**src/rtl/l2_arbiter_rr_if.sv**
```systemverilog
// Bus bundle between the L1 miss ports, the round-robin arbiter and the L2 port.
// The arbiter uses the slave view; the surrounding L1/L2 environment uses the master view.
interface l2_arbiter_rr_if #(
  parameter int NUM_REQ = 2,
  parameter int ADDR_W  = 32,
  parameter int LINE_W  = 256
);
  localparam int ID_W = $clog2(NUM_REQ);

  logic [NUM_REQ-1:0]        req_read;
  logic [NUM_REQ-1:0]        req_write;
  logic [NUM_REQ*ADDR_W-1:0] req_addr;
  logic [NUM_REQ*LINE_W-1:0] req_wdata;
  logic [NUM_REQ-1:0]        req_resp;
  logic [LINE_W-1:0]         req_rdata;

  logic                      mem_read;
  logic                      mem_write;
  logic [ADDR_W-1:0]         mem_addr;
  logic [LINE_W-1:0]         mem_wdata;
  logic                      mem_resp;
  logic [LINE_W-1:0]         mem_rdata;

  logic [ID_W-1:0]           grant_id;
  logic                      busy;

  modport slave (
    input  req_read, req_write, req_addr, req_wdata, mem_resp, mem_rdata,
    output req_resp, req_rdata, mem_read, mem_write, mem_addr, mem_wdata, grant_id, busy
  );

  modport master (
    output req_read, req_write, req_addr, req_wdata, mem_resp, mem_rdata,
    input  req_resp, req_rdata, mem_read, mem_write, mem_addr, mem_wdata, grant_id, busy
  );
endinterface

```
**src/rtl/l2_arbiter_rr.sv**
```systemverilog
// Round-robin arbiter from NUM_REQ L1 miss ports onto one L2 port; the grant is
// locked from request capture until the L2 completion pulse.
module l2_arbiter_rr #(
  parameter int NUM_REQ = 2,
  parameter int ADDR_W  = 32,
  parameter int LINE_W  = 256
) (
  input  logic           clk,
  input  logic           rst_n,
  l2_arbiter_rr_if.slave bus
);
  localparam int ID_W = $clog2(NUM_REQ);

  typedef enum logic {
    IDLE = 1'b0,
    BUSY = 1'b1
  } state_t;

  state_t              state;
  logic [ID_W-1:0]     rr_ptr;
  logic [ID_W-1:0]     grant_id;
  logic                mem_read;
  logic                mem_write;
  logic                busy;
  logic [ADDR_W-1:0]   mem_addr;
  logic [LINE_W-1:0]   mem_wdata;

  logic [NUM_REQ-1:0]  active;
  logic [NUM_REQ-1:0]  rotated;
  logic                any_active;
  logic [ID_W-1:0]     pick_id;
  logic                pick_read;
  logic                pick_write;
  logic [ADDR_W-1:0]   pick_addr;
  logic [LINE_W-1:0]   pick_wdata;

  assign active = bus.req_read | bus.req_write;

  // Rotate the active vector so bit 0 is the port at rr_ptr; the lowest set bit wins.
  assign rotated = NUM_REQ'({active, active} >> rr_ptr);

  // NOTE: every combinational output gets a default first so no path leaves it unassigned (no latch).
  always_comb begin
    int first_k;
    int sel;
    first_k    = 0;
    any_active = |rotated;
    for (int k = NUM_REQ - 1; k >= 0; k--) begin
      if (rotated[k]) first_k = k;
    end
    sel = int'(rr_ptr) + first_k;
    if (sel >= NUM_REQ) sel = sel - NUM_REQ;
    pick_id    = ID_W'(sel);
    pick_read  = 1'b0;
    pick_write = 1'b0;
    pick_addr  = '0;
    pick_wdata = '0;
    for (int i = 0; i < NUM_REQ; i++) begin
      if (i == sel) begin
        pick_read  = bus.req_read[i];
        pick_write = bus.req_write[i];
        pick_addr  = bus.req_addr[i*ADDR_W +: ADDR_W];
        pick_wdata = bus.req_wdata[i*LINE_W +: LINE_W];
      end
    end
  end

  // NOTE: state registers use non-blocking assignments so each one samples pre-edge values.
  always_ff @(posedge clk or negedge rst_n) begin
    if (!rst_n) begin
      state     <= IDLE;
      rr_ptr    <= '0;
      grant_id  <= '0;
      mem_read  <= 1'b0;
      mem_write <= 1'b0;
      busy      <= 1'b0;
      mem_addr  <= '0;
      mem_wdata <= '0;
    end else begin
      case (state)
        IDLE: begin
          if (any_active) begin
            mem_addr  <= pick_addr;
            mem_wdata <= pick_wdata;
            // A port raising both read and write is treated as a write.
            mem_write <= pick_write;
            mem_read  <= pick_read & ~pick_write;
            grant_id  <= pick_id;
            busy      <= 1'b1;
            state     <= BUSY;
          end
        end
        BUSY: begin
          if (bus.mem_resp) begin
            mem_read  <= 1'b0;
            mem_write <= 1'b0;
            busy      <= 1'b0;
            rr_ptr    <= (int'(grant_id) == NUM_REQ - 1) ? '0 : grant_id + 1'b1;
            state     <= IDLE;
          end
        end
        default: state <= IDLE;
      endcase
    end
  end

  // Completion is forwarded in the same cycle the L2 reports it.
  assign bus.req_resp  = (state == BUSY && bus.mem_resp) ? (NUM_REQ'(1) << grant_id) : '0;
  assign bus.req_rdata = bus.mem_rdata;

  assign bus.mem_read  = mem_read;
  assign bus.mem_write = mem_write;
  assign bus.mem_addr  = mem_addr;
  assign bus.mem_wdata = mem_wdata;
  assign bus.grant_id  = grant_id;
  assign bus.busy      = busy;
endmodule

```
**src/flat_wrapper.sv**
```systemverilog
// flat-port wrapper written by rule: the top's interface ports become plain ports
module l2_arbiter_rr_flat 
#(
  parameter int NUM_REQ = 2,
  parameter int ADDR_W  = 32,
  parameter int LINE_W  = 256
)
  (clk, rst_n, bus_req_read, bus_req_write, bus_req_addr, bus_req_wdata, bus_mem_resp, bus_mem_rdata, bus_req_resp, bus_req_rdata, bus_mem_read, bus_mem_write, bus_mem_addr, bus_mem_wdata, bus_grant_id, bus_busy);
  l2_arbiter_rr_if #(.NUM_REQ(NUM_REQ), .ADDR_W(ADDR_W), .LINE_W(LINE_W)) bus_i ();
  input  logic clk;
  input  logic rst_n;
  input wire logic [$bits(bus_i.req_read)-1:0] bus_req_read;
  input wire logic [$bits(bus_i.req_write)-1:0] bus_req_write;
  input wire logic [$bits(bus_i.req_addr)-1:0] bus_req_addr;
  input wire logic [$bits(bus_i.req_wdata)-1:0] bus_req_wdata;
  input wire logic [$bits(bus_i.mem_resp)-1:0] bus_mem_resp;
  input wire logic [$bits(bus_i.mem_rdata)-1:0] bus_mem_rdata;
  output wire logic [$bits(bus_i.req_resp)-1:0] bus_req_resp;
  output wire logic [$bits(bus_i.req_rdata)-1:0] bus_req_rdata;
  output wire logic [$bits(bus_i.mem_read)-1:0] bus_mem_read;
  output wire logic [$bits(bus_i.mem_write)-1:0] bus_mem_write;
  output wire logic [$bits(bus_i.mem_addr)-1:0] bus_mem_addr;
  output wire logic [$bits(bus_i.mem_wdata)-1:0] bus_mem_wdata;
  output wire logic [$bits(bus_i.grant_id)-1:0] bus_grant_id;
  output wire logic [$bits(bus_i.busy)-1:0] bus_busy;
  assign bus_i.req_read = bus_req_read;
  assign bus_i.req_write = bus_req_write;
  assign bus_i.req_addr = bus_req_addr;
  assign bus_i.req_wdata = bus_req_wdata;
  assign bus_i.mem_resp = bus_mem_resp;
  assign bus_i.mem_rdata = bus_mem_rdata;
  assign bus_req_resp = bus_i.req_resp;
  assign bus_req_rdata = bus_i.req_rdata;
  assign bus_mem_read = bus_i.mem_read;
  assign bus_mem_write = bus_i.mem_write;
  assign bus_mem_addr = bus_i.mem_addr;
  assign bus_mem_wdata = bus_i.mem_wdata;
  assign bus_grant_id = bus_i.grant_id;
  assign bus_busy = bus_i.busy;
  l2_arbiter_rr #(.NUM_REQ(NUM_REQ), .ADDR_W(ADDR_W), .LINE_W(LINE_W)) u_core (.clk(clk), .rst_n(rst_n), .bus(bus_i));
endmodule
```
**config.mk**
```make
export PLATFORM = sky130hd
export DESIGN_NAME = l2_arbiter_rr_flat
export DESIGN_NICKNAME = d
export VERILOG_FILES = /design/src/rtl/l2_arbiter_rr_if.sv /design/src/rtl/l2_arbiter_rr.sv /design/src/flat_wrapper.sv
export SDC_FILE = /design/constraint.sdc
export NUM_CORES = 1
export LEC_CHECK = 0
export CORE_AREA = 4 4 539 541
export DETAILED_ROUTE_END_ITERATION = 12
export DIE_AREA = 0 0 543 545
export GPL_ROUTABILITY_DRIVEN = 1
export GPL_TIMING_DRIVEN = 1
export PLACE_DENSITY_LB_ADDON = 0.3
export SLEW_MARGIN = 15
export SYNTH_ARGS = -nofsm -noshare
export SYNTH_HDL_FRONTEND = slang
export SYNTH_SLANG_ARGS = --single-unit
```
**constraint.sdc**
```tcl
create_clock -name clk -period 1.83 [get_ports clk]
set_input_delay 0.2745 -clock clk [delete_from_list [all_inputs] [get_ports clk]]
set_output_delay 0.2745 -clock clk [all_outputs]
set_load 0.05 [all_outputs]
```
== After elaboration in Yosys (flattened, before gate mapping) ==
Cells that the tools add are included.

* Flip-flop bits (word level): 294

* Add/sub/neg operators: 3
* Order comparisons: 1
* Equal/unequal tests: 3
* Shift operators: 2
* Muxes and demuxes: 23
* Bitwise gates (word level): 4
* Reduce and logical (&&, ||, !) cells: 6

{| class="wikitable"
|+ Operator list
! cell !! count
|-
| $mux W256 || 2
|-
| $mux W32 || 4
|-
| $add A2 B32 Y32 || 1
|-
| $eq A2 B32 Y1 const A || 1
|-
| $ge A32 B3 Y1 const B || 1
|-
| $logic_not A32 Y1 || 1
|-
| $sub A32 B3 Y32 const B || 1
|-
| $mux W1 || 12
|-
| $pmux W1 S2 || 4
|-
| $reduce_and A2 Y1 || 3
|-
| $shr A4 B1 Y2 || 1
|-
| $mux W2 || 1
|-
| $ne A2 B1 Y1 const B || 1
|-
| $ne A2 B2 Y1 const B || 1
|-
| $not A1 Y1 || 2
|-
| $or A2 B2 Y2 || 1
|-
| $reduce_or A2 Y1 || 1
|-
| $shl A1 B1 Y2 const A || 1
|-
| $add A1 B1 Y1 const B || 1
|-
| $and A1 B1 Y1 || 1
|-
| $logic_and A1 B1 Y1 || 1
|}

== Depth between registers and ports, before layout ==
Gate-level depths: netlist of the first run.

* Depth after elaboration: 14
* Depth in mapped cells: 7
* Mapped depth without buffers: 3

== Least setup slack after synthesis of the first run ==
OpenSTA, ideal clock, no wires.

* Path kind: register -> output
* Start point: reg u_core.state
* End point: out bus_req_resp[0]
* Arrival time: 1.501 ns
* Slack: 0.054 ns
* Stages on the path, launching flop included: 5
* Cells stage by stage: dfrtp_1 buf_2 clkbuf_1 nand2_1 nor2_1

* Word-level cells in the longest chain between the ends: 2

{| class="wikitable"
|+ RTL lines
! item !! RTL line !! RTL
|-
| start: declaration || l2_arbiter_rr.sv:19 || <nowiki>state_t state;</nowiki>
|-
| start signal: assignment || l2_arbiter_rr.sv:71 || <nowiki>state <= IDLE;</nowiki>
|-
| start signal: assignment || l2_arbiter_rr.sv:90 || <nowiki>state <= BUSY;</nowiki>
|-
| start signal: assignment || l2_arbiter_rr.sv:99 || <nowiki>state <= IDLE;</nowiki>
|-
| $logic_and A1 B1 Y1 || l2_arbiter_rr.sv:108 || <nowiki>assign bus.req_resp = (state == BUSY && bus.mem_resp) ? (NUM_REQ'(1) << grant_id) : '0;</nowiki>
|-
| $mux W2 || l2_arbiter_rr.sv:108 ||
|-
| end: declaration || flat_wrapper.sv:18 || <nowiki>output wire logic [$bits(bus_i.req_resp)-1:0] bus_req_resp;</nowiki>
|}

Every way passes these cells.

== Worst setup path after layout of the first run ==
* Start point: reg u_core.state
* End point: reg u_core.mem_addr[12] (netlist: u_core.bus.mem_addr[12])

* Word-level cells in the longest chain between the ends: 2

{| class="wikitable"
|+ RTL lines
! item !! RTL line !! RTL
|-
| $not A1 Y1 (no source line) || n/a ||
|-
| $reduce_and A2 Y1 (no source line) || n/a ||
|-
| end signal: assignment || l2_arbiter_rr.sv:83 || <nowiki>mem_addr <= pick_addr;</nowiki>
|-
| end: declaration || l2_arbiter_rr.sv:25 || <nowiki>logic [ADDR_W-1:0] mem_addr;</nowiki>
|}

Every way passes these cells.
A chain may end at the register's enable or synchronous reset.

==> results of run 1 <==
==> layer usage <==
layer,track usage (%),vias up
li1,-,6206
met1,11.48,7298
met2,14.17,1081
met3,5.453,441
met4,4.934,92
met5,0,-
==> worst register-to-register path: cells and delay by family, from the launching register on <==
kind | cells | cell delay [ns]
buf+inv | 6 | 0.95
flops | 1 | 0.50
compound gates | 2 | 0.38
==> cell families after synthesis <==
| logic type | after synthesis | synth area share [%] |
|---|---|---|
| flops | 294 | 47.55 |
| compound gates | 585 | 35.41 |
| simple gates | 14 | 0.4367 |
| buf+inv | 386 | 16.61 |
==> worst max-delay path by stage <==
stage	slack (ns)	depth (start not counted)	to
floorplan	0.05	4	bus_req_resp[0]
global placement	-0.83	8	u_core.bus.mem_wdata[234]$_DFFE_PN0P_
detailed placement	-0.81	8	u_core.bus.mem_addr[19]$_DFFE_PN0P_
CTS	-0.15	4	bus_req_resp[0]
global route	-0.15	9	u_core.bus.mem_wdata[124]$_DFFE_PN0P_
finish	-0.11	8	u_core.bus.mem_addr[12]$_DFFE_PN0P_
==> layout make-up <==
type / count / area [um^2]
Antenna cell: 18 / 45.04
Clock buffer: 68 / 1284
Clock inverter: 7 / 51.30
Fill cell: 32590 / 254000
Inverter: 2 / 10.01
Multi-Input combinational cell: 599 / 6359
Sequential cell: 294 / 7365
Tap cell: 3762 / 4707
Timing Repair Buffer: 1059 / 11140
==> layout by cell type, fill, tap and decap left out, drive strengths merged, types with 2 or more instances in the layout <==
cell           netlist  routed
clkdlybuf4s50        0     580
buf                340     379
dfrtp              294     294
o21bai             288     288
o221a              288     288
clkbuf              44      88
clkdlybuf4s15        0      77
diode                0      18
nor2                 5       5
clkinv               0       5
nand2                4       4
clkinvlp             0       2
inv                  2       2
==> flip-flops by register name, indices dropped and copies added (netlist names) <==
register              count
u_core.bus.mem_read       1
u_core.bus.mem_wdata    256
u_core.bus.mem_write      1
u_core.bus.mem_addr      32
u_core.rr_ptr             1
u_core.state              1
u_core.bus.grant_id       1
u_core.bus.busy           1
==> report_power, final <==
group / switching, mW / total (mW) / internal (mW)
clock network: 3.57 / 8.34 / 4.77
registers: 1.51 / 9.65 / 8.14
logic: 11.2 / 18.4 / 7.16
total: 16.3 / 36.4 / 20.1
==> timing repair <==
item | 4_1_cts | 5_1_grt
gates resized for setup | 264 | 135
pin swaps | 1 | 35
hold buffers | 1 | 0
setup endpoints to repair | 114 | 291
buffers inserted | 8 | 11
gates cloned | 2 | 25
endpoints found under the hold margin | 19 | 0
==> metrics by stage <==
stage,util (%),TNS (ns)
3_3_place_gp,9.687,-218.51
5_1_grt,10.85,-30.20
4_1_cts,10.27,-16.61
2_1_floorplan,-,0
3_5_place_dp,9.687,-209.53
6_report,10.86,-14.47
==> results.sh, run 1 <==
export IMPL_status="finished, violations left"
export IMPL_violations="setup timing"
export IMPL_grt_pass1_wl_mm=185.4
export IMPL_min_period_ns=1.944
export IMPL_path_buf_inv=6
export IMPL_die_area_um2=295900
export IMPL_wl_per_cell_um=27.56
export IMPL_coreArea_um2=285000
export IMPL_clkLatencyLatePin_ns=0.65
export IMPL_reg2reg_to="u_core.bus.mem_addr[12]$_DFFE_PN0P_"
export IMPL_m1WireLength_mm=64.58
export IMPL_total_power_mw=36.37
export IMPL_root_buffer="clkbuf_16"
export IMPL_p_leak_nw=11.22
export IMPL_path_max_fanout=12
export IMPL_top_layer_used="met5"
export IMPL_max_stage_delay_ns=0.50
export IMPL_clock_skew_final_ns=0.01771
export IMPL_syn_area_per_cell_um2=12.10
export IMPL_finalCritPeriodShare_pct=106.2
export IMPL_setup_ws_ns=-0.1137
export IMPL_grt_pass1_vias=15750
export IMPL_cts_tree="done"
export IMPL_track_usage_pct=9.769
export IMPL_max_cap_violations=0
export IMPL_io_pins=1389
export IMPL_yosys_area_top_type="dfrtp_1"
export IMPL_cts_sinks=294
export IMPL_r2r_setup_slack_ns=-0.11
export IMPL_cp_startpoint="u_core.state$_DFF_PN0_"
export IMPL_vias=15120
export IMPL_drc=0
export IMPL_dpl_instance_area_um2=27600
export IMPL_fin_nets=2839
export IMPL_vias_per_cell=2.603
export IMPL_cts_buffers=44
export IMPL_grt_remaining_overflow=0
export IMPL_synth_top_area_share_pct=47.55
export IMPL_placed_cells=5669
export IMPL_yosysMostFrequentCell="dfrtp_1"
export IMPL_hold_viol_final=0
export IMPL_portBuffers=876
export IMPL_ys_top_cells_by_count="294 x dfrtp_1, 288 x o21bai_1, 279 x o221a_2"
export IMPL_yosysSeqAreaShare_pct=47.55
export IMPL_post_place_ws_ns=-0.8118
export IMPL_synth_edf_count=0
export IMPL_cp_arrival_ns=2.47
export IMPL_clk_pin_slew_worst_paths_ns=0.06
export IMPL_instances_no_fill=5809
export IMPL_layout_drive_gt1_share_pct=40.76
export IMPL_crit_path_start_kind="flip-flop"
export IMPL_async_reset_ff_share_pct=100.0
export IMPL_fmaxAchievable_mhz=514.5
export IMPL_die_width_um=543
export IMPL_rr_startpoint="u_core.state$_DFF_PN0_"
export IMPL_worst_pin_slew_ns=0.7652
export IMPL_crit_slowest_cell="dfrtp_4"
export IMPL_rr_worst_depth=8
export IMPL_wl_met3_mm=19.90
export IMPL_place_hpwl_mm=130.4
export IMPL_ys_ff_latch=294
export IMPL_syn_nets=2118
export IMPL_crit_required_ns=2.35
export IMPL_grt_max_degree=102
export IMPL_ant_nets=0
export IMPL_htree_num_levels=2
export IMPL_whs_ns=0.2545
export IMPL_power_density_nw_per_um2=1175
export IMPL_cp_cell_sequence="buf_8, inv_4, buf_6, o221ai_4, buf_4, buf_12, clkbuf_16, o221a_2"
export IMPL_antenna_found_initial=104
export IMPL_synthFlopType="dfrtp_1"
export IMPL_fin_area_um2=30960
export IMPL_holdCritPathClass="in2async"
export IMPL_area_growth_pct=100.1
export IMPL_yosysWarningCount=0
export IMPL_drtPass1Iterations=5
export IMPL_setup_viol=262
export IMPL_ys_types=26
export IMPL_finalWirelength_mm=160.1
export IMPL_rows=196
export IMPL_cp_top_family="buffers and inverters"
export IMPL_cts_buffer_depth=3
export IMPL_criticalPathCategory="reg2reg"
export IMPL_synth_cells=1279
export IMPL_dieHeight_um=545
export IMPL_drt_iter0_drc=740
export IMPL_maxSlewViolCount=0
export IMPL_met2_wirelength_mm=66.43
export IMPL_ir_worst_vdd_mv=0.5903
export IMPL_place_congestion=0.7717
export IMPL_rsz0062_at_grt="true"
export IMPL_end_kind="flip-flop"
export IMPL_initial_core_util_pct=5.430
export IMPL_syn_area_um2=15470
export IMPL_synth_area_leaders="dfrtp_1 48%, o221a_2 20%, o21bai_1 14%, buf_4 13%, buf_2 2.0%"
export IMPL_slew_headroom_pct=48.27
No activity file was read; power rests on OpenSTA's default activity.
==> run 2: changes to the inputs <==
- SKIP_CTS_REPAIR_TIMING: unset -> 1
==> run 2 against run 1 <==
First-iteration DRC count up 6.9%. Final area fell by 4.2%. Final cell count down 0.45%. Wire length shrank 3.8%. Count of clock-buffer cells in the layout unchanged. Worst setup slack got worse by 0.017 ns. The run still ends with setup timing left. Sequential power down 0.4%. Critical path type unchanged. Total power decreased by 2.6%. Core utilization shrank 0.45 points. Combinational power down 5%. Sequential share of layout area is 1.0 points higher. Maximum frequency fell by 0.85%.
==> results.sh, run 2 (synthesis gave the netlist of run 1 again) <==
export IMPL_slew_headroom_pct=35.42
export IMPL_finalCritPeriodShare_pct=107.1
export IMPL_drc=0
export IMPL_drt_iter0_drc=791
export IMPL_io_pins=1389
export IMPL_grt_pass1_wl_mm=184.2
export IMPL_clkLatencyLatePin_ns=0.66
export IMPL_place_congestion=0.7717
export IMPL_rows=196
export IMPL_fin_nets=2813
export IMPL_dieHeight_um=545
export IMPL_r2r_setup_slack_ns=-0.13
export IMPL_reg2reg_to="u_core.bus.mem_wdata[235]$_DFFE_PN0P_"
export IMPL_whs_ns=0.2595
export IMPL_violations="setup timing"
export IMPL_die_area_um2=295900
export IMPL_final_cell_mix="580 x clkdlybuf4s50_1, 291 x buf_4, 290 x dfrtp_1"
export IMPL_p_leak_nw=11.10
export IMPL_setup_viol=70
export IMPL_seq_power_share_pct=27.1
export IMPL_crit_path_start_kind="flip-flop"
export IMPL_holdCritPathClass="in2async"
export IMPL_min_period_ns=1.960
export IMPL_layout_drive_gt1_share_pct=36.25
export IMPL_multi_input_area_um2=5602
export IMPL_final_common_cell="clkdlybuf4s50_1"
export IMPL_root_buffer="clkbuf_16"
export IMPL_dpl_instance_area_um2=27600
export IMPL_largest_reg_flops=256
export IMPL_path_max_fanout=29
export IMPL_vias_per_cell=2.586
export IMPL_antenna_found_initial=103
export IMPL_ir_worst_vdd_mv=0.5914
export IMPL_htree_num_levels=2
export IMPL_die_width_um=543
export IMPL_hold_viol_final=0
export IMPL_crit_required_ns=2.36
export IMPL_track_usage_pct=9.700
export IMPL_fin_area_um2=29670
export IMPL_seq_area_um2=7365
export IMPL_end_kind="flip-flop"
export IMPL_power_density_nw_per_um2=1194
export IMPL_area_growth_pct=91.76
export IMPL_rr_startpoint="u_core.state$_DFF_PN0_"
export IMPL_rr_worst_depth=6
export IMPL_grt_pass1_vias=15690
export IMPL_finalWirelength_mm=154.0
export IMPL_coreArea_um2=285000
export IMPL_cp_arrival_ns=2.49
export IMPL_rsz0062_at_grt="true"
export IMPL_ant_nets=0
export IMPL_switching_share_pct=44.90
export IMPL_internal_power_mw=19.52
export IMPL_top_register="u_core.bus.mem_wdata"
export IMPL_portBuffers=876
export IMPL_place_hpwl_mm=130.4
export IMPL_cts_buffer_depth=3
export IMPL_drtPass1Iterations=5
export IMPL_cts_sinks=294
export IMPL_clk_pin_slew_worst_paths_ns=0.05
export IMPL_vias=14950
export IMPL_p_sw_mw=15.91
export IMPL_maxSlewViolCount=0
export IMPL_grt_remaining_overflow=0
export IMPL_power_frac_comb_pct=49.3
export IMPL_top_regs="u_core.bus.mem_wdata (256), u_core.bus.mem_addr (32)"
export IMPL_setup_tns_ns=-4.250
export IMPL_fmaxAchievable_mhz=510.1
export IMPL_nFillCells=32710
export IMPL_max_cap_violations=0
export IMPL_initial_core_util_pct=5.430
export IMPL_clock_skew_final_ns=0.01232
export IMPL_p_clk_share_pct=23.6
export IMPL_cts_buffers=44
export IMPL_setup_ws_ns=-0.1304
export IMPL_criticalPathCategory="reg2reg"
export IMPL_grt_max_degree=102
export IMPL_wl_per_cell_um=26.62
export IMPL_worst_pin_slew_ns=0.9687
export IMPL_status="finished, violations left"
export IMPL_cts_tree="done"
run 2: cell type report:
type	count	area share, %
Sequential cell	294	24.82
Clock buffer	68	4.326
Antenna cell	18	0.1518
Inverter	2	0.02530
Tap cell	3762	15.86
Clock inverter	7	0.1729
Timing Repair Buffer	1033	35.76
Multi-Input combinational cell	599	18.88
run 2: power by group through the flow:
stage / Clock (mW) / Sequential [mW] / Combinational [mW]
2_1_floorplan: 0 / 14.7 / 4.90
3_3_place_gp: 0 / 9.70 / 17.7
3_5_place_dp: 0 / 9.64 / 17.7
4_1_cts: 8.86 / 9.62 / 17.7
5_1_grt: 8.98 / 9.78 / 18.3
6_report: 8.36 / 9.61 / 17.5
run 2: how the worst max path moves through the flow:
stage	startpoint	endpoint	cells after the start
after floorplan	u_core.state$_DFF_PN0_	bus_req_resp[0]	4
after global placement	bus_req_write[0]	u_core.bus.mem_wdata[234]$_DFFE_PN0P_	8
after detailed placement	bus_req_write[0]	u_core.bus.mem_addr[19]$_DFFE_PN0P_	8
after CTS	u_core.state$_DFF_PN0_	bus_req_resp[0]	4
after global routing	u_core.state$_DFF_PN0_	bus_req_resp[1]	3
final	u_core.state$_DFF_PN0_	u_core.bus.mem_wdata[235]$_DFFE_PN0P_	6
run 2: stage by stage:
step / worst slack, ns / std cells / utilization, % / power [mW]
after floorplan: 0.05431 / 1279 / - / 19.63
after global placement: -0.8289 / 5669 / 9.687 / 27.40
after detailed placement: -0.8118 / 5669 / 9.687 / 27.35
after CTS: -0.5222 / 5744 / 10.16 / 36.23
after global routing: -0.1548 / 5772 / 10.40 / 37.07
final: -0.1304 / 5783 / 10.41 / 35.43
run 2: routing by layer:
layer	wire [um]	track usage, %
met1	61130	11.27
met4	8603	4.934
met5	630	0
met2	63420	14.10
met3	20180	5.573
run 2: critical path, stage by stage (launching register included):
cell	delay, ns
dfrtp_4	0.50
inv_2	0.07
o211ai_1	0.16
buf_4	0.21
buf_12	0.16
clkbuf_16	0.31
o221a_2	0.26
==> run 3: changes to the inputs <==
- CORE_AREA: 4 4 539 541 -> 4 4 534 536
- DIE_AREA: 0 0 543 545 -> 0 0 538 540
- clock period: 1.83 -> 1.75 ns (I/O delays scaled with it)
==> run 3 against run 2 <==
The run still ends with setup timing left. Flip-flop and latch count did not move. Combinational power grew 8%. Non-clock buffer count rose by 15. First-iteration DRC count grew 18%. Count of clock-buffer cells in the layout is 2 lower. Worst setup slack got worse by 0.12 ns. Critical endpoint is now bus_req_resp[1]. Clock skew up 0.0093 ns. Sequential power increased by 5%. Clock power up 14%. Wire length increased by 1.8%.
==> results.sh, run 3 (synthesis gave the netlist of run 1 again) <==
export IMPL_rsz0062_at_grt="true"
export IMPL_drc=0
export IMPL_cp_cell_sequence="buf_16, buf_16, and3_4, buf_12"
export IMPL_grt_max_degree=79
export IMPL_coreArea_um2=280800
export IMPL_wl_per_cell_um=27.15
export IMPL_fmaxAchievable_mhz=500.1
export IMPL_total_power_mw=38.53
export IMPL_place_congestion=0.8068
export IMPL_gr_max_usage_layer="met2"
export IMPL_end_kind="output pin"
export IMPL_max_cap_violations=0
export IMPL_grt_remaining_overflow=0
export IMPL_power_density_nw_per_um2=1274
export IMPL_layout_drive_gt1_share_pct=40.59
export IMPL_die_width_um=538
export IMPL_vias=15080
export IMPL_finalCritPeriodShare_pct=114.3
export IMPL_grtUsageMet3_pct=4.440
export IMPL_maxSlewViolCount=0
export IMPL_area_growth_pct=95.43
export IMPL_cp_arrival_ns=1.74
export IMPL_finalWirelength_mm=156.8
export IMPL_gr_usage_met2_pct=14.80
export IMPL_place_hpwl_mm=128.4
export IMPL_track_usage_pct=9.709
export IMPL_cp_top_family="flip-flops"
export IMPL_clock_skew_final_ns=0.02158
export IMPL_final_cell_mix="581 x clkdlybuf4s50_1, 327 x buf_4, 293 x dfrtp_1"
export IMPL_holdCritPathClass="in2async"
export IMPL_rows=195
export IMPL_cts_sinks=294
export IMPL_crit_slowest_cell="dfrtp_4"
export IMPL_drt_iter0_drc=934
export IMPL_io_pins=1389
export IMPL_min_period_ns=2.000
export IMPL_ir_worst_vdd_mv=0.5836
export IMPL_path_buf_inv=3
export IMPL_violations="setup timing"
export IMPL_top_regs="u_core.bus.mem_wdata (256), u_core.bus.mem_addr (32)"
export IMPL_setup_ws_ns=-0.2497
export IMPL_root_buffer="clkbuf_16"
export IMPL_setup_viol=287
export IMPL_clkLatencyLatePin_ns=0.64
export IMPL_post_route_util_pct=10.77
export IMPL_fin_nets=2827
export IMPL_clk_pin_slew_worst_paths_ns=0.06
export IMPL_drtPass1Iterations=5
export IMPL_path_max_fanout=4
export IMPL_max_stage_delay_ns=0.50
export IMPL_top_register="u_core.bus.mem_wdata"
export IMPL_antenna_found_initial=109
export IMPL_cts_buffers=43
export IMPL_grt_pass1_vias=15550
export IMPL_die_area_um2=290500
export IMPL_htree_num_levels=2
export IMPL_p_leak_nw=11.11
export IMPL_slew_headroom_pct=50.61
export IMPL_initial_core_util_pct=5.510
export IMPL_hold_viol_final=0
export IMPL_largest_reg_flops=256
export IMPL_dieHeight_um=540
export IMPL_grt_pass1_wl_mm=182.2
export IMPL_vias_per_cell=2.611
export IMPL_use_met1_pct=11.36
export IMPL_cts_buffer_depth=3
export IMPL_final_common_cell="clkdlybuf4s50_1"
export IMPL_crit_path_start_kind="flip-flop"
export IMPL_crit_top_cell="buf_16"
export IMPL_cts_tree="done"
export IMPL_worst_pin_slew_ns=0.7408
export IMPL_crit_required_ns=1.49
export IMPL_status="finished, violations left"
export IMPL_criticalPathCategory="reg2out"
export IMPL_portBuffers=876
export IMPL_ant_nets=0
## run 3: layout make-up
cell class                      count  area [um^2]
Multi-Input combinational cell    599         5619
Clock inverter                     11        165.2
Timing Repair Buffer             1048        11070
Sequential cell                   294         7361
Clock buffer                       66         1305
Antenna cell                       13        32.53
Tap cell                         3743         4683
Fill cell                       32080       250600
Inverter                            2        7.507
## run 3: path summary, 6_finish.rpt
kind,start,end,slack [ns],depth (start not counted)
min,rst_n,u_core.bus.mem_wdata[68]$_DFFE_PN0P_,0.19,2
min reg2reg,u_core.bus.busy$_DFFE_PN0P_,u_core.bus.busy$_DFFE_PN0P_,0.49,2
min in group clk,bus_req_wdata[161],u_core.bus.mem_wdata[161]$_DFFE_PN0P_,0.25,2
max reg2reg,u_core.state$_DFF_PN0_,u_core.bus.mem_wdata[234]$_DFFE_PN0P_,-0.22,7
max in group asynchronous,rst_n,u_core.bus.mem_wdata[243]$_DFFE_PN0P_,0.75,3
max,u_core.state$_DFF_PN0_,bus_req_resp[1],-0.25,4
## run 3: power by group
group	switching [mW]	internal (mW)	leakage [nW]	total, mW
registers	1.58	8.51	3.21	10.1
clock network	3.83	5.69	0.720	9.52
logic	11.6	7.36	7.18	18.9
## run 3: stage by stage
| stage | instances | hold slack (ns) | worst slack [ns] | cell area (um^2) | TNS [ns] |
|---|---|---|---|---|---|
| 2_1_floorplan | 1279 | -0.03309 | 0.2044 | 15480 | 0 |
| 3_3_place_gp | 5640 | 0.3047 | -0.7600 | 27700 | -199.64 |
| 3_5_place_dp | 5640 | 0.3045 | -0.7520 | 27700 | -200.22 |
| 4_1_cts | 5717 | -0.4649 | -0.6387 | 29170 | -19.34 |
| 5_1_grt | 5770 | 0.1644 | -0.3488 | 30230 | -42.83 |
| 6_report | 5776 | 0.1897 | -0.2497 | 30240 | -24.24 |
## run 3: layer usage
layer  vias up  share of wire, %
met2      1040                43
li1       6173                 -
met4        86               6.0
met5         -              0.38
met3       448                11
met1      7337                40
==> patch (config.mk and constraints of run 2) <==
Reset style: synchronous (`rst_n`), changed in one clocked block.
--- a/src/rtl/l2_arbiter_rr.sv
+++ b/src/rtl/l2_arbiter_rr.sv
@@ -66,7 +66,7 @@
   end
 
   // NOTE: state registers use non-blocking assignments so each one samples pre-edge values.
-  always_ff @(posedge clk or negedge rst_n) begin
+  always_ff @(posedge clk) begin
     if (!rst_n) begin
       state     <= IDLE;
       rr_ptr    <= '0;
Function: not settled (the Yosys comparison gave no result); the edit may change what the design does.
==> patch against run 2 <==
The run still ends with negative setup slack left; synthesized cell count grew 28%; first-iteration DRC count up 6.3%; cell area up 6.5%; clock power is 1% lower; final cell count is 5.6% higher; die area is the same; worst setup slack better by 0.0051 ns; synthesized area is 3.2% higher; non-clock buffer count is 42 higher; routed wire length rose by 9.0%; sequential cell count stayed put; total power is 27% lower; count of clock-buffer cells in the layout down 7; combinational power fell by 43%.
==> patch: results (changes against run 2) <==
{
  "critical_path_peak_fanout": {"value": 7, "change": "-76%"},
  "nNetsFinal": {"value": 3142, "change": "+12%"},
  "setup_viol": {"value": 163, "change": "+130%"},
  "antenna_violations_before_repair": {"value": 65, "change": "-37%"},
  "async_reset_ff_frac": {"value": 0, "change": "-1.00"},
  "share_of_the_synthesized_area_in_compound_gates_ao_oa_aoi_oai": {"value": 0.210, "change": "-0.144"},
  "final.setup.tns": {"value": -6.77, "unit": "ns", "change": "-2.52 ns"},
  "comb-power": {"value": 9.92, "unit": "mW", "change": "-43%"},
  "worstHoldPathType": "in2reg",
  "register_share_of_total_power": {"value": 0.296, "change": "+0.025"},
  "critPathSlowestCell": "dfxtp_4",
  "timing.final.ws_setup": {"value": -0.125, "unit": "ns", "change": "+0.00513 ns"},
  "total_leakage_power": {"value": 11.6, "unit": "nW", "change": "+4.5%"},
  "synth_xor_area_frac": {"value": 0, "change": "unchanged"},
  "reg_to_reg_start": "u_core.state$_SDFF_PN0_",
  "grt_pass1_wl": {"value": 185000, "unit": "um", "change": "+0.45%"},
  "grt_start_max_net_pins": {"value": 96, "change": "-5.9%"},
  "place_congestion": {"value": 0.768, "change": "-0.45%"},
  "placement.setup.worst_slack": {"value": -1.30, "unit": "ns", "change": "-0.491 ns"},
  "hp-start": "bus_req_read[1]",
  "r2r_cells": {"value": 7, "change": "+1"},
  "yosys.cell_types.count": {"value": 27, "change": "+3.8%"},
  "dp_hpwl": {"value": 127000, "unit": "um", "change": "-2.9%"},
  "seq_area_frac_synth": {"value": 0.369, "change": "-0.107"},
  "drive_above_1_share": {"value": 0.263, "change": "-0.0991"},
  "synth_top_cells_by_area": "dfxtp_1 (37%), or3_1 (23%), o2111a_1 (20%), buf_4 (12%), buf_6 (3.5%)",
  "crit_end": "u_core.bus.mem_wdata[79]$_SDFFE_PN0P_",
  "vias_per_cell": {"value": 2.80, "change": "+8.2%"},
  "run_status": "finished, violations left",
  "first_global_vias": {"value": 17200, "change": "+9.3%"},
  "crit-reg2reg-capture": "u_core.bus.mem_wdata[79]$_SDFFE_PN0P_",
  "grt.total_usage": {"value": 0.0951, "change": "-0.00194"},
  "cts_inserted_buffers": {"value": 41, "change": "-6.8%"},
  "failed_checks": "negative setup slack",
  "synthesis.nets": {"value": 2470, "change": "+17%"},
  "postRouteWirelength": {"value": 168000, "unit": "um", "change": "+9.0%"},
  "max_slew_margin": {"value": 0.607, "change": "+0.253"},
  "worst_ir_drop_vdd": {"value": 0.000566, "unit": "V", "change": "-4.3%"},
  "synth_common_cells": "or3_1 (576), dfxtp_1 (294), o2111a_1 (289)",
  "drt_iter0_markers": {"value": 841, "change": "+6.3%"},
  "post_synth_fa_ha_maj_area_fraction": {"value": 0, "change": "unchanged"},
  "instance_area_after_placement": {"value": 27300, "unit": "um^2", "change": "-1.2%"},
  "setup_skew": {"value": 0.0221, "unit": "ns", "change": "+0.00978 ns"}
}
-- patch: layer usage --
layer | global-route usage | share of wire | vias to the layer above
met5 | 0.000162 | 0.0012 | -
met2 | 0.132 | 0.42 | 1103
met4 | 0.0371 | 0.035 | 32
li1 | - | - | 7432
met1 | 0.123 | 0.44 | 8210
met3 | 0.0487 | 0.11 | 304
-- patch: stage by stage --
step	instances	hold slack [ns]	util
6_report	6108	0.301	0.111
2_1_floorplan	1631	0.462	-
3_3_place_gp	5921	0.460	0.0957
5_1_grt	6101	0.287	0.111
4_1_cts	5992	-0.105	0.100
3_5_place_dp	5921	0.474	0.0957
-- patch: final cells by class --
cell class                 count  area, um^2  area share
timing repair buffer        1075       12000       0.379
multi-input combinational    889        7640       0.242
sequential                   294        5900       0.187
tap                         3762        4710       0.149
clock buffer                  61        1230      0.0390
clock inverter                10        82.6     0.00261
antenna                       15        37.5     0.00119
inverter                       2        7.51    0.000238
